[src/rtl/dmem_arbiter.sv]
// Two-port arbiter/sequencer for the shared single-port data memory: round-robin with lock.
// Optional starvation guard on locks is enabled by defining DMEM_ARB_STARVE_GUARD_EN.
module dmem_arbiter #(
    parameter int ADDR_W     = 32,
    parameter int DATA_W     = 32,
    parameter int STARVE_MAX = 8
) (
    input  logic              clk,
    input  logic              rst,
    input  logic              req0_valid_i,
    input  logic              req0_we_i,
    input  logic [ADDR_W-1:0] req0_addr_i,
    input  logic [3:0]        req0_be_i,
    input  logic [DATA_W-1:0] req0_wdata_i,
    input  logic              req0_lock_i,
    output logic              req0_ready_o,
    output logic              req0_rvalid_o,
    output logic [DATA_W-1:0] req0_rdata_o,
    input  logic              req1_valid_i,
    input  logic              req1_we_i,
    input  logic [ADDR_W-1:0] req1_addr_i,
    input  logic [3:0]        req1_be_i,
    input  logic [DATA_W-1:0] req1_wdata_i,
    input  logic              req1_lock_i,
    output logic              req1_ready_o,
    output logic              req1_rvalid_o,
    output logic [DATA_W-1:0] req1_rdata_o,
    output logic [ADDR_W-1:0] mem_addr_o,
    output logic              mem_wr_en_o,
    output logic [DATA_W-1:0] mem_wr_data_o,
    output logic [3:0]        mem_byte_en_o,
    input  logic [DATA_W-1:0] mem_rd_data_i
);
    typedef enum logic [1:0] {LK_NONE = 2'd0, LK_P0 = 2'd1, LK_P1 = 2'd2} lock_e;

    logic [1:0]             valid, we, lock;
    logic [1:0][ADDR_W-1:0] addr;
    logic [1:0][DATA_W-1:0] wdata;
    logic [1:0][3:0]        be;

    assign valid = {req1_valid_i, req0_valid_i};
    assign we    = {req1_we_i, req0_we_i};
    assign lock  = {req1_lock_i, req0_lock_i};
    assign addr  = {req1_addr_i, req0_addr_i};
    assign wdata = {req1_wdata_i, req0_wdata_i};
    assign be    = {req1_be_i, req0_be_i};

    logic                   last_gnt_q, last_gnt_d;
    lock_e                  lock_own_q, lock_own_d;
    logic [1:0]             rvalid_q;
    logic [1:0][DATA_W-1:0] rdata_q;

    logic own_idx, lock_hold, lock_denied, lock_ovr;
    logic gnt_any, gnt_idx, be_legal;

    assign own_idx     = (lock_own_q == LK_P1);
    assign lock_hold   = (lock_own_q != LK_NONE) && valid[own_idx];
    assign lock_denied = lock_hold && valid[~own_idx];

`ifdef DMEM_ARB_STARVE_GUARD_EN
    localparam int CNT_W = $clog2(STARVE_MAX + 1);
    logic [CNT_W-1:0] starve_cnt_q, starve_cnt_d;

    // Once the non-owner has waited STARVE_MAX locked cycles, it wins and the lock is broken.
    assign lock_ovr     = lock_denied && (starve_cnt_q == CNT_W'(STARVE_MAX));
    assign starve_cnt_d = (lock_denied && !lock_ovr) ? starve_cnt_q + 1'b1 : '0;

    always_ff @(posedge clk or posedge rst) begin
        if (rst) starve_cnt_q <= '0;
        else     starve_cnt_q <= starve_cnt_d;
    end
`else
    assign lock_ovr = 1'b0;
`endif

    always_comb begin
        gnt_any = 1'b0;
        gnt_idx = 1'b0;
        if (lock_ovr) begin
            gnt_any = 1'b1;
            gnt_idx = ~own_idx;
        end else if (lock_hold) begin
            gnt_any = 1'b1;
            gnt_idx = own_idx;
        end else if (valid[0] && valid[1]) begin
            gnt_any = 1'b1;
            gnt_idx = ~last_gnt_q;
        end else if (valid[0]) begin
            gnt_any = 1'b1;
            gnt_idx = 1'b0;
        end else if (valid[1]) begin
            gnt_any = 1'b1;
            gnt_idx = 1'b1;
        end
    end

    assign be_legal = (be[gnt_idx] == 4'b0001) || (be[gnt_idx] == 4'b0011) ||
                      (be[gnt_idx] == 4'b1111);

    assign req0_ready_o = gnt_any && !gnt_idx;
    assign req1_ready_o = gnt_any && gnt_idx;

    // Illegal byte enables still get a grant, but the store never reaches the array.
    assign mem_addr_o    = gnt_any ? addr[gnt_idx]  : '0;
    assign mem_wr_data_o = gnt_any ? wdata[gnt_idx] : '0;
    assign mem_byte_en_o = gnt_any ? be[gnt_idx]    : 4'b0000;
    assign mem_wr_en_o   = gnt_any && we[gnt_idx] && be_legal;

    always_comb begin
        last_gnt_d = last_gnt_q;
        lock_own_d = LK_NONE;
        if (gnt_any) begin
            last_gnt_d = gnt_idx;
            if (lock[gnt_idx] && !lock_ovr) lock_own_d = gnt_idx ? LK_P1 : LK_P0;
        end
    end

    always_ff @(posedge clk or posedge rst) begin
        if (rst) begin
            last_gnt_q <= 1'b1;
            lock_own_q <= LK_NONE;
        end else begin
            last_gnt_q <= last_gnt_d;
            lock_own_q <= lock_own_d;
        end
    end

    always_ff @(posedge clk or posedge rst) begin
        if (rst) begin
            rvalid_q <= '0;
            rdata_q  <= '0;
        end else begin
            for (int p = 0; p < 2; p++) begin
                rvalid_q[p] <= gnt_any && (gnt_idx == 1'(p)) && !we[p];
                if (gnt_any && (gnt_idx == 1'(p)) && !we[p]) rdata_q[p] <= mem_rd_data_i;
            end
        end
    end

    assign req0_rvalid_o = rvalid_q[0];
    assign req1_rvalid_o = rvalid_q[1];
    assign req0_rdata_o  = rdata_q[0];
    assign req1_rdata_o  = rdata_q[1];
endmodule

[config.mk]
export PLATFORM = sky130hd
export DESIGN_NAME = dmem_arbiter
export DESIGN_NICKNAME = d
export VERILOG_FILES = /design/src/rtl/dmem_arbiter.sv
export SDC_FILE = /design/constraint.sdc
export NUM_CORES = 1
export LEC_CHECK = 0
export BUFFER_PORTS_ARGS = -buffer_cell sky130_fd_sc_hd__buf_2
export CAP_MARGIN = 20
export CORE_AREA = 3 3 121 123
export DETAILED_ROUTE_END_ITERATION = 8
export DIE_AREA = 0 0 124 126
export HOLD_SLACK_MARGIN = 0.08
export PLACE_DENSITY = 0.68
export SYNTH_ARGS = -nofsm -noshare
export SYNTH_HDL_FRONTEND = slang
export SYNTH_SLANG_ARGS = --single-unit
[constraint.sdc]
create_clock -name clk -period 2.3 [get_ports clk]
set_input_delay 0.46 -clock clk [delete_from_list [all_inputs] [get_ports clk]]
set_output_delay 0.46 -clock clk [all_outputs]
set_load 0.03 [all_outputs]
# Word-level counts from Yosys, hierarchy flattened
# Cells that the tools add are included.
[totals] register_bits=69 input_bits=176 out_inout_bits=137 wordCells=53
[classes] order_cmp=2 eq_ne=4 n_mux=25 bitwise=2 n_reduce_logical=15
[op_table] operator="32-bit two-way mux" n=6
[op_table] operator="1-bit two-way mux" n=13
[op_table] operator="4-bit two-way mux" n=3
[op_table] operator="1-bit logical AND" n=9
[op_table] operator="2-bit two-way mux" n=3
[op_table] operator="4-bit by 1-bit equality test with 1-bit output, second input constant" n=1
[op_table] operator="4-bit by 2-bit equality test with 1-bit output, second input constant" n=1
[op_table] operator="4-bit equality test, second input constant" n=1
[op_table] operator="1-bit by 2-bit less-than comparator with 1-bit output, second input constant" n=2
[op_table] operator="1-bit zero test" n=3
[op_table] operator="2-bit equality test, second input constant" n=1
[op_table] operator="1-bit logical OR" n=2
[op_table] operator="1-bit inverter" n=2
[op_table] operator="2-bit nonzero test" n=1

# Depth between registers and ports, before layout
[logic_depth] word_depth=11 mapped_depth=5 depth_no_buf=3

# Worst setup path before layout
# OpenSTA, ideal clock, no wires.
[synth_timing] path_kind="input -> output" from="input port req0_valid_i" to="output port mem_wr_en_o" t_arrival_ns=1.709 required_ns=1.840 slack_ns=0.131 cell_stages=5 n_path_buf=2 cell_sequence="nand3b_1 and3_1 buf_2 buf_2 mux2i_1"
[synth_via] elab_chain_len=10 word_cells_on_any_way=21 classes_between="eq/ne (3); mux (12); reduce/logical (6)"
[synth_rtl] item="start: declaration" line_no="10" rtl="input logic req0_valid_i,"
[synth_rtl] item="1-bit two-way mux (not written as such) (2 in a row)" line_no="57" rtl="assign lock_hold = (lock_own_q != LK_NONE) && valid[own_idx];"
[synth_rtl] item="1-bit logical AND" line_no="57"
[synth_rtl] item="1-bit two-way mux" line_no="82" rtl="end else if (lock_hold) begin"
[synth_rtl] item="4-bit two-way mux (not written as such) (2 in a row)" line_no="97, 98"
[synth_rtl] item="4-bit by 1-bit equality test with 1-bit output or 4-bit by 2-bit equality test with 1-bit output (tied branches)" line_no="97" rtl="assign be_legal = (be[gnt_idx] == 4'b0001) || (be[gnt_idx] == 4'b0011) ||"
[synth_rtl] item="1-bit logical OR (2 in a row)" line_no="97"
[synth_rtl] item="1-bit logical AND *" line_no="107" rtl="assign mem_wr_en_o = gnt_any && we[gnt_idx] && be_legal;"
[synth_rtl] item="end: declaration" line_no="29" rtl="output logic mem_wr_en_o,"
# Mark *: on every way between the ends. The rest lies on a longest branch, timed or not. The select of a mux whose other input is x is not followed.

# Worst setup path in the final report
[layout_timing] from="register last_gnt_q" to="output port mem_addr_o[27]"
[layout_via] elab_chain_len=6
[layout_rtl] item="start: declaration" line_no="48" rtl="logic last_gnt_q, last_gnt_d;"
[layout_rtl] item="start signal: assignment" line_no="123" rtl="last_gnt_q <= last_gnt_d;"
[layout_rtl] item="1-bit inverter" line_no="87" rtl="gnt_idx = ~last_gnt_q;"
[layout_rtl] item="1-bit two-way mux" line_no="85" rtl="end else if (valid[0] && valid[1]) begin"
[layout_rtl] item="1-bit two-way mux" line_no="82"
[layout_rtl] item="32-bit two-way mux (not written as such) (2 in a row)" line_no="104" rtl="assign mem_addr_o = gnt_any ? addr[gnt_idx] : '0;"
[layout_rtl] item="32-bit two-way mux" line_no="104"
[layout_rtl] item="end: declaration" line_no="28" rtl="output logic [ADDR_W-1:0] mem_addr_o,"
# No other way between the ends. The select of a mux whose other input is x is not followed.

==> impl_metrics.json <==
{
  "fin_area_um2": 5929,
  "cts_tree": "built",
  "rr_worst_depth": 4,
  "finalCritPeriodShare_pct": 102.6,
  "ys_seq_elements": 69,
  "p_leak_nw": 3.008,
  "start_util_pct": 24.08,
  "htree_num_levels": 3,
  "yosysUniqueCellTypes": 21,
  "die-area_um2": 15620,
  "synth-seq-area-share_pct": 52.09,
  "core_area_um2": 13770,
  "reg2reg_to": "req0_rdata_o[29]",
  "antenna_left": 0,
  "holdBufCountCts": 0,
  "num_rows": 43,
  "final_nets": 732,
  "vias": 3518,
  "die_w_um": 124,
  "gr-total-overflow": 0,
  "slew_headroom_pct": 61.90,
  "cts.sinks": 69,
  "synth-edff-count": 0,
  "fin_util_pct": 43.05,
  "max-cap-violations": 0,
  "r2r_slack_ns": 0.57,
  "yosysWarnings": 0,
  "drc": 0,
  "grt_use_total_pct": 16.26,
  "cts_buffers": 9,
  "grt_max_degree": 63,
  "drtIter0Drc": 125,
  "detail_route.first_pass.iterations": 4,
  "critPathCaptureType": "primary output",
  "portBuffers": 312,
  "finalSetupViolCount": 19,
  "worstSetupPathType": "reg2out",
  "synth_top_cell_area_share_pct": 51.30,
  "fin_crit_ns": 2.360,
  "violations": "negative setup slack",
  "grt_first_pass_wirelength_mm": 19.46,
  "yosys.area.top_type": "dfrtp_1",
  "postLayoutSetupSlackWorst_ns": -0.06011,
  "synth.area.top_cells": "dfrtp_1, mux2_2, a22o_1",
  "dpl.hpwl_mm": 10.25,
  "synth_cells": 243,
  "cp_max_fo": 9,
  "r2r-start": "last_gnt_q",
  "clk_latency_ns": 0.33,
  "wl_per_cell_um": 18.37,
  "synthTopCellsByCount": "a22o_1, dfrtp_1, mux2_2, buf_2, clkbuf_1",
  "syn_nets": 419,
  "via_per_inst": 4.735,
  "outcome": "finished with violations",
  "cts-root-buf": "clkbuf_16",
  "area_delta_synth_final_pct": 78.76,
  "rsz0062_at_grt": "true",
  "netlist_area_um2": 3317,
  "gp_congestion": 0.8757,
  "io_pins": 313,
  "dieHeight_um": 126,
  "power_per_cell_area_nw_per_um2": 836.6,
  "grt_pass1_vias": 3638,
  "cts_buffer_depth": 2,
  "worstPathArrival_ns": 1.90,
  "antenna_found_initial": 5,
  "postSynthAreaPerCell_um2": 13.65,
  "async_reset_ff_share_pct": 100.0,
  "crit_required_ns": 1.84,
  "critPathLaunchType": "flip-flop",
  "placedInstanceArea_um2": 5101,
  "drive_gt1_share_pct": 73.21,
  "ir_drop_v": 0.0003408,
  "ys.flop_type": "dfrtp_1",
  "fin_skew_ns": 0.008363,
  "path_clk_slew_ns": 0.06,
  "totalWireLength_mm": 13.65,
  "hold_violations": 0,
  "tightest_slew_ns": 0.5706,
  "timing.fmax_mhz": 423.7,
  "hold_class": "in2async",
  "final_max_slew_viol_count": 0
}
kinds of logic after synthesis:
kind of cell,share of synthesized area [%]
DFF,52.09
muxes,22.03
AOI/OAI and AO/OA,19.65
buffers and inverters,3.998
and+or+nand+nor,2.226
stage by stage:
| step | hold WS (ns) | instances | power [mW] | setup slack, ns | TNS, ns |
|---|---|---|---|---|---|
| 4_1_cts | 0.2015 | 739 | 4.950 | -0.04922 | -1.712 |
| 2_1_floorplan | 0.5411 | 243 | 2.845 | 0.1018 | 0 |
| 6_report | 0.1916 | 743 | 4.961 | -0.06011 | -0.6727 |
| 3_3_place_gp | 0.4846 | 720 | 3.463 | 0.2075 | 0 |
| 5_1_grt | 0.2374 | 741 | 5.187 | -0.1504 | -4.514 |
| 3_5_place_dp | 0.4905 | 720 | 3.508 | 0.1692 | 0 |
worst max-delay path, cell delays in order (launching register included):
cell and delay, ns:
dfstp_2 0.56, nand2b_4 0.08, a31oi_4 0.29, buf_6 0.18
buf_16 0.14, a22o_1 0.18, buf_6 0.14
worst max-delay path by stage:
stage | start | end | slack (ns) | cells past startpoint
2_1_floorplan | rst | lock_own_q[0] | 0.10 | 1
3_3_place_gp | req0_valid_i | mem_wr_data_o[25] | 0.21 | 6
3_5_place_dp | req0_valid_i | mem_wr_data_o[25] | 0.17 | 6
4_1_cts | last_gnt_q | mem_byte_en_o[1] | -0.05 | 6
5_1_grt | last_gnt_q | mem_wr_data_o[9] | -0.15 | 6
6_report | last_gnt_q | mem_addr_o[27] | -0.06 | 6
cells in the final DEF (no fill, tap or decap):
master and n:
clkinv_2 1, buf_16 1, dfstp_2 1, o2111ai_1 1, a31oi_4 1, inv_1 2
a21o_1 1, and4b_1 1, inv_2 1, nand2_1 1, a22o_1 67, nand3b_1 1
o211ai_1 1, diode_2 3, and3_4 1, buf_2 245, nand2b_4 1, mux2i_1 1
clkbuf_8 1, clkinvlp_4 2, buf_6 69, buf_12 5, and2_1 2, and3_1 2
dfrtp_1 68, mux2_2 64, a311oi_4 1, clkinv_4 2, clkbuf_16 11, buf_4 2
a22o_4 1, nor2_1 2
area by class of cell:
class,instances,area [um^2]
Tap cell,180,225.2
Clock buffer,10,239.0
Multi-Input combinational cell,149,1485
Timing Repair Buffer,324,2196
Inverter,3,11.26
Clock inverter,5,37.54
Antenna cell,3,7.507
Sequential cell,69,1728
Fill cell,1295,7844
routing by layer:
metal,global-route usage [%],part of all wire [%],vias up
li1,-,-,1573
met1,20.24,39,1703
met2,27.36,51,215
met3,3.413,8.1,27
met4,6.314,2.4,0
met5,0,0,-
power breakdown:
| group | internal [mW] | switching [mW] |
|---|---|---|
| registers | 1.46 | 0.124 |
| logic | 0.860 | 1.26 |
| clock network | 0.753 | 0.497 |
repair_timing:
item | CTS | global route
cloned | 2 | 2
pin swaps | 40 | 12
setup endpoints to repair | 68 | 70
gates resized for setup | 105 | 51
setup buffers | 2 | 0
registers in the layout, summed over array words and instances, names as in the netlist:
| register | count |
|---|---|
| req0_rdata_o | 32 |
| req1_rdata_o | 32 |
| lock_own_q | 2 |
| rvalid_q | 2 |
| last_gnt_q | 1 |
Power figures use the tool's default switching activity.
